<file path="src/rtl/voice_scheduler.sv">
`default_nettype none
// ============================================================================
// voice_scheduler -- 8-step, 4-voice gate sequencer with a saturating mixer.
// Optional macro: VOICE_SCHEDULER_CHOKE_EN (voices 2 and 3 choke each other).
// Revision: 1.0
// ============================================================================
module voice_scheduler #(
  parameter int GATE_LEN = 4000
) (
  input  logic        clk,
  input  logic        rst_n,
  input  logic        tick,
  input  logic [1:0]  mode,
  input  logic [31:0] pattern,
  input  logic [3:0]  raw_trig,
  input  logic [7:0]  smpl_in0,
  input  logic [7:0]  smpl_in1,
  input  logic [7:0]  smpl_in2,
  input  logic [7:0]  smpl_in3,
  output logic [3:0]  voice_en,
  output logic [2:0]  step_idx,
  output logic [7:0]  mix_out
);

  localparam logic [1:0]  MODE_PLAY = 2'd1;
  localparam logic [1:0]  MODE_RAW  = 2'd2;
  localparam logic [11:0] GATE_LOAD = 12'(GATE_LEN - 1);

  typedef enum logic [1:0] {
    ST_OFF = 2'd0,
    ST_GAP = 2'd1,
    ST_ON  = 2'd2
  } gate_state_t;

  logic       in_play;
  logic       is_play;
  logic       is_raw;
  logic       play_entry;
  logic       force_off;
  logic [3:0] step_trig;
  logic [3:0] trig;
  logic [3:0] choke;
  logic [9:0] mix_sum;

  assign is_play    = (mode == MODE_PLAY);
  assign is_raw     = (mode == MODE_RAW);
  assign play_entry = is_play && !in_play;
  // EDIT (modes 0 and 3) holds every voice off; leaving PLAY kills running gates.
  assign force_off  = (!is_play && !is_raw) || (in_play && !is_play);
  assign step_trig  = pattern[{step_idx, 2'b00} +: 4];

  always_comb begin
    trig = 4'h0;
    if (is_raw)
      trig = raw_trig;
    else if (is_play && !play_entry && tick)
      trig = step_trig;
  end

`ifdef VOICE_SCHEDULER_CHOKE_EN
  // Voice 3 wins a simultaneous trigger of the pair.
  assign choke = {trig[2] & ~trig[3], trig[3], 2'b00};
`else
  assign choke = 4'h0;
`endif

  always_ff @(posedge clk or negedge rst_n) begin
    if (!rst_n) begin
      in_play  <= 1'b0;
      step_idx <= 3'd0;
    end else begin
      in_play <= is_play;
      if (play_entry)
        step_idx <= 3'd0;
      else if (is_play && tick)
        step_idx <= step_idx + 3'd1;
    end
  end

  for (genvar v = 0; v < 4; v++) begin : g_voice
    gate_state_t state;
    logic [11:0] cnt;
    logic        en;

    always_ff @(posedge clk or negedge rst_n) begin
      if (!rst_n) begin
        state <= ST_OFF;
        cnt   <= 12'd0;
        en    <= 1'b0;
      end else if (force_off || choke[v]) begin
        state <= ST_OFF;
        cnt   <= 12'd0;
        en    <= 1'b0;
      end else begin
        case (state)
          ST_OFF: begin
            if (trig[v]) begin
              state <= ST_ON;
              cnt   <= GATE_LOAD;
              en    <= 1'b1;
            end
          end
          ST_GAP: begin
            state <= ST_ON;
            cnt   <= GATE_LOAD;
            en    <= 1'b1;
          end
          ST_ON: begin
            // A retrigger beats expiry so the player always restarts cleanly.
            if (trig[v]) begin
              state <= ST_GAP;
              en    <= 1'b0;
            end else if (cnt == 12'd0) begin
              state <= ST_OFF;
              en    <= 1'b0;
            end else begin
              cnt <= cnt - 12'd1;
            end
          end
          default: begin
            state <= ST_OFF;
            cnt   <= 12'd0;
            en    <= 1'b0;
          end
        endcase
      end
    end

    assign voice_en[v] = en;
  end

  always_comb begin
    mix_sum = 10'd0;
    if (voice_en[0]) mix_sum = mix_sum + {2'b00, smpl_in0};
    if (voice_en[1]) mix_sum = mix_sum + {2'b00, smpl_in1};
    if (voice_en[2]) mix_sum = mix_sum + {2'b00, smpl_in2};
    if (voice_en[3]) mix_sum = mix_sum + {2'b00, smpl_in3};
  end

  always_ff @(posedge clk or negedge rst_n) begin
    if (!rst_n)
      mix_out <= 8'h00;
    else
      mix_out <= (mix_sum > 10'd255) ? 8'hFF : mix_sum[7:0];
  end

endmodule
`default_nettype wire
</file>
<file path="config.mk">
export PLATFORM = sky130hd
export DESIGN_NAME = voice_scheduler
export DESIGN_NICKNAME = d
export VERILOG_FILES = /design/src/rtl/voice_scheduler.sv
export SDC_FILE = /design/constraint.sdc
export NUM_CORES = 1
export LEC_CHECK = 0
export CORE_AREA = 3 3 121 123
export DETAILED_ROUTE_END_ITERATION = 10
export DIE_AREA = 0 0 124 126
export PLACE_DENSITY_LB_ADDON = 0.2
export REMOVE_ABC_BUFFERS = 1
export SLEW_MARGIN = 20
export SYNTH_ARGS = -nofsm -noshare
export SYNTH_HDL_FRONTEND = slang
export SYNTH_SLANG_ARGS = --single-unit
</file>
<file path="constraint.sdc">
create_clock -name clk -period 13.5 [get_ports clk]
set_input_delay 1.35 -clock clk [delete_from_list [all_inputs] [get_ports clk]]
set_output_delay 1.35 -clock clk [all_outputs]
set_load 0.01 [all_outputs]
</file>
==> results.toml <==
[die]
die_w_um = 124
die_height_um = 126
start_util = 0.397
fp-row-count = 43
core_mm2 = 0.0138
pin_count = 88
die_area_mm2 = 0.0156

[final_layout]
diodes = 0
post-route-util = 0.492
nFillCells = 1368
syn2layout_area_growth_pct = 23.8
multi_input_area_mm2 = 0.00337
stdcell_area_mm2 = 0.00678
regArea_mm2 = 0.00180
drive_gt1_frac = 0.0711
final_nets = 820

[grt]
grt_util_all_layers = 0.181
grt_pass1_wl_mm = 23.1
grt.overflow.total = 0
grt_max_degree = 73
antenna_found_initial = 0
grt_pass1_vias = 4974

[power_and_ir_drop]
p_clk_frac = 0.311
finalPower_mw = 0.886
power.leakage_nw = 2.89
switching_share = 0.341
vdd_ir_drop_max_mv = 0.0793
power_frac_comb = 0.327
power_frac_seq = 0.362
p_sw_mw = 0.302
powerDensity_mw_per_mm2 = 131
internal_power_mw = 0.584

[worst_setup_path]
cp-start-kind = "primary input"
cp_cell_sequence = "clkdlybuf4s50_1, and2_1, ha_1, inv_1, fa_1, xnor2_1, mux2_2, ha_1, nor2b_1, o31a_1, o21ai_0, nand2_1, xor2_1, mux2_2, ha_1, a21o_1, o311a_1, nor2b_1, o2111a_1, o32a_1, o21ai_1"
end_kind = "register"
arrival_ns = 6.11
slowest_delay_ns = 0.45
slowest_stage = "clkdlybuf4s50_1"
cp_max_fo = 8
path_class = "in2reg"
critPathRequiredTime_ns = 13.76
crit_top_cell = "ha_1"

[synthesis]
synthCells = 641
ys.flop_type = "dfrtp_1"
synth_top_family_by_area = "compound AO/OA/AOI/OAI gates"
synth_top_cell_by_area = "dfrtp_1"
ys_warn_count = 0
ys_seq_elements = 72
synth_top_area_frac = 0.329
synthSimpleGateAreaFrac = 0.192
synthMuxAreaShare = 0.0706
yosys.area_share.adder = 0.0841
synth_compound_area_frac = 0.235
synth_edf_count = 0
synthDistinctLibCells = 65
synth-xor-area-share = 0.0336
yosys-top-cells-area = "dfrtp_1 33%, ha_1 7.3%, o21ai_0 6.7%"
async_flop_share = 1.00
syn_avg_cell_area_um2 = 8.54
ys_seq_area_frac = 0.329
netlist_area_mm2 = 0.00547

[job]
max-cap-violations = 0

[timing]
slew_headroom = 0.375
setup_viol = 0
worst_pin_slew_ns = 0.937
setup-tns-final_ns = 0
fmaxAchievable_mhz = 171
fin_crit_sh = 0.434
hold_viol = 0
rsz0062_at_grt = "no"
final-max-slew-violation-count = 0
post-route-min-period_ns = 5.86
worst_clock_skew_ns = 0.00623

[worst_hold_path]
hold_class = "reg2reg"

[placed_design]
globalplace.congestion = 0.883
dpl-instance-area_mm2 = 0.00643
portBuffers = 87
hpwl_mm = 10.3

[clocking]
root_buffer = "clkbuf_16"
post_cts_buffers = 0
cts_buffers = 9
cts_tree = "built"
post_cts_resized = 0
cts_max_level = 3
path_clk_slew_ns = 0.06
cts.sinks = 72
cts_hold_buf = 0
insertion_delay_ns = 0.33
cts_buffer_depth = 2

[detailed_routing]
viasPerCell = 5.56
drtAntennaViolNets = 0
drc_errors = 0
drt-total-wl_mm = 13.8
vias = 4983
drt-pass1-iter-count = 5
wl_per_cell_um = 15.4
drtIter0Drc = 283

[run_status]
status = "finished, final reports clean"
==> per-stage QoR <==
step,worst slack [ns],hold WS [ns],std cells
global route,7.37,0.530,897
CTS,7.69,0.508,897
floorplan,8.11,0.460,613
global placement,7.45,0.479,881
detailed placement,7.35,0.496,881
finish,7.64,0.501,897
==> power groups by stage <==
stage | logic, mW | registers, mW | clock network (mW)
after global placement | 0.281 | 0.321 | 0
after detailed placement | 0.290 | 0.323 | 0
final | 0.290 | 0.321 | 0.275
after CTS | 0.291 | 0.320 | 0.281
after global routing | 0.330 | 0.330 | 0.293
after floorplan | 0.191 | 0.315 | 0
==> final timing paths <==
kind                            cells after the start  slack (ns)                              to                      startpoint
worst max-delay path                               21        7.64            mix_out[6]$_DFF_PN0_                     smpl_in0[0]
worst min-delay path                                2        0.50  g_voice[3].cnt[11]$_DFFE_PN0P_  g_voice[3].cnt[11]$_DFFE_PN0P_
worst max register to register                     20        8.49            mix_out[6]$_DFF_PN0_       g_voice[0].en$_DFFE_PN0P_
worst min register to register                      2        0.50  g_voice[3].cnt[11]$_DFFE_PN0P_  g_voice[3].cnt[11]$_DFFE_PN0P_
max in group asynchronous                           2       11.65   g_voice[3].cnt[7]$_DFFE_PN0P_                           rst_n
min in group asynchronous                           2        1.22            mix_out[4]$_DFF_PN0_                           rst_n
==> metal layers <==
metal  wire length (µm)  part of all wire  up-vias  global-route usage
met2               6340              0.46      142               0.284
met3                843             0.061       10              0.0409
li1                   -                 -     2482                   -
met5                  0                 0        -                   0
met4                147             0.011        0              0.0451
met1               6440              0.47     2349               0.252
==> area by class of cell <==
| class | instances | area share |
|---|---|---|
| flip-flops and latches | 72 | 0.266 |
| inverters | 43 | 0.0238 |
| repair buffers | 88 | 0.129 |
| multi-input cells | 498 | 0.497 |
| well taps | 180 | 0.0332 |
| clock buffers | 9 | 0.0332 |
| clock inverters | 7 | 0.0177 |
==> cell families after synthesis <==
group,after synthesis
DFF,72
muxes,26
xor gates and xnor gates,21
buffers and inverters,71
and+or+nand+nor,206
AOI/OAI and AO/OA,210
adders and majority gates,35
==> Yosys cell counts, types with 4 or more instances <==
cell	count
o21a_1	6
a21o_1	5
nand2_1	37
o21ai_1	15
clkbuf_1	11
buf_2	9
nor2b_1	7
nand2b_1	4
ha_1	32
a31oi_1	30
and3_1	6
xnor2_1	14
mux4_2	8
nor3_1	22
and3b_1	4
a211oi_1	8
nor4_1	12
buf_4	4
or3_1	5
xor2_1	7
or4_1	7
o31ai_1	5
nor3b_1	4
o21ai_0	73
and2_1	7
a21oi_1	40
mux2i_1	6
dfrtp_1	72
nor2_1	73
mux2_2	11
inv_1	43
==> cells in the final DEF (no fill, tap or decap), types with 5 or more instances in the layout <==
cell type        instances
clkdlybuf4s50_1         86
xor2_1                   7
ha_1                    32
or4_1                    7
a21o_1                   5
inv_1                   43
nand2_1                 37
a211oi_1                 8
dfrtp_1                 72
o21ai_0                 73
or3_1                    5
mux4_2                   8
a21oi_1                 40
nor3_1                  22
mux2_2                  11
nor2_1                  73
a31oi_1                 30
nor4_1                  12
o21a_1                   6
clkbuf_16                9
o31ai_1                  5
and2_1                   7
mux2i_1                  6
and3_1                   6
o21ai_1                 15
nor2b_1                  7
xnor2_1                 14
==> state kept, by name, indices dropped and copies added (netlist names) <==
| signal | count |
|---|---|
| step_idx | 3 |
| g_voice.cnt | 48 |
| in_play | 1 |
| mix_out | 8 |
| g_voice.en | 4 |
| g_voice.state | 8 |
==> critical path: cells and delay by family <==
kind | cells | cell delay [ns]
xor gates and xnor gates | 2 | 0.29
adders and majority gates | 4 | 1.27
AOI/OAI and AO/OA | 7 | 1.59
muxes | 2 | 0.56
and+or+nand+nor | 4 | 0.54
buffers and inverters | 2 | 0.51
Note: power is estimated with default switching activity, not from simulation.
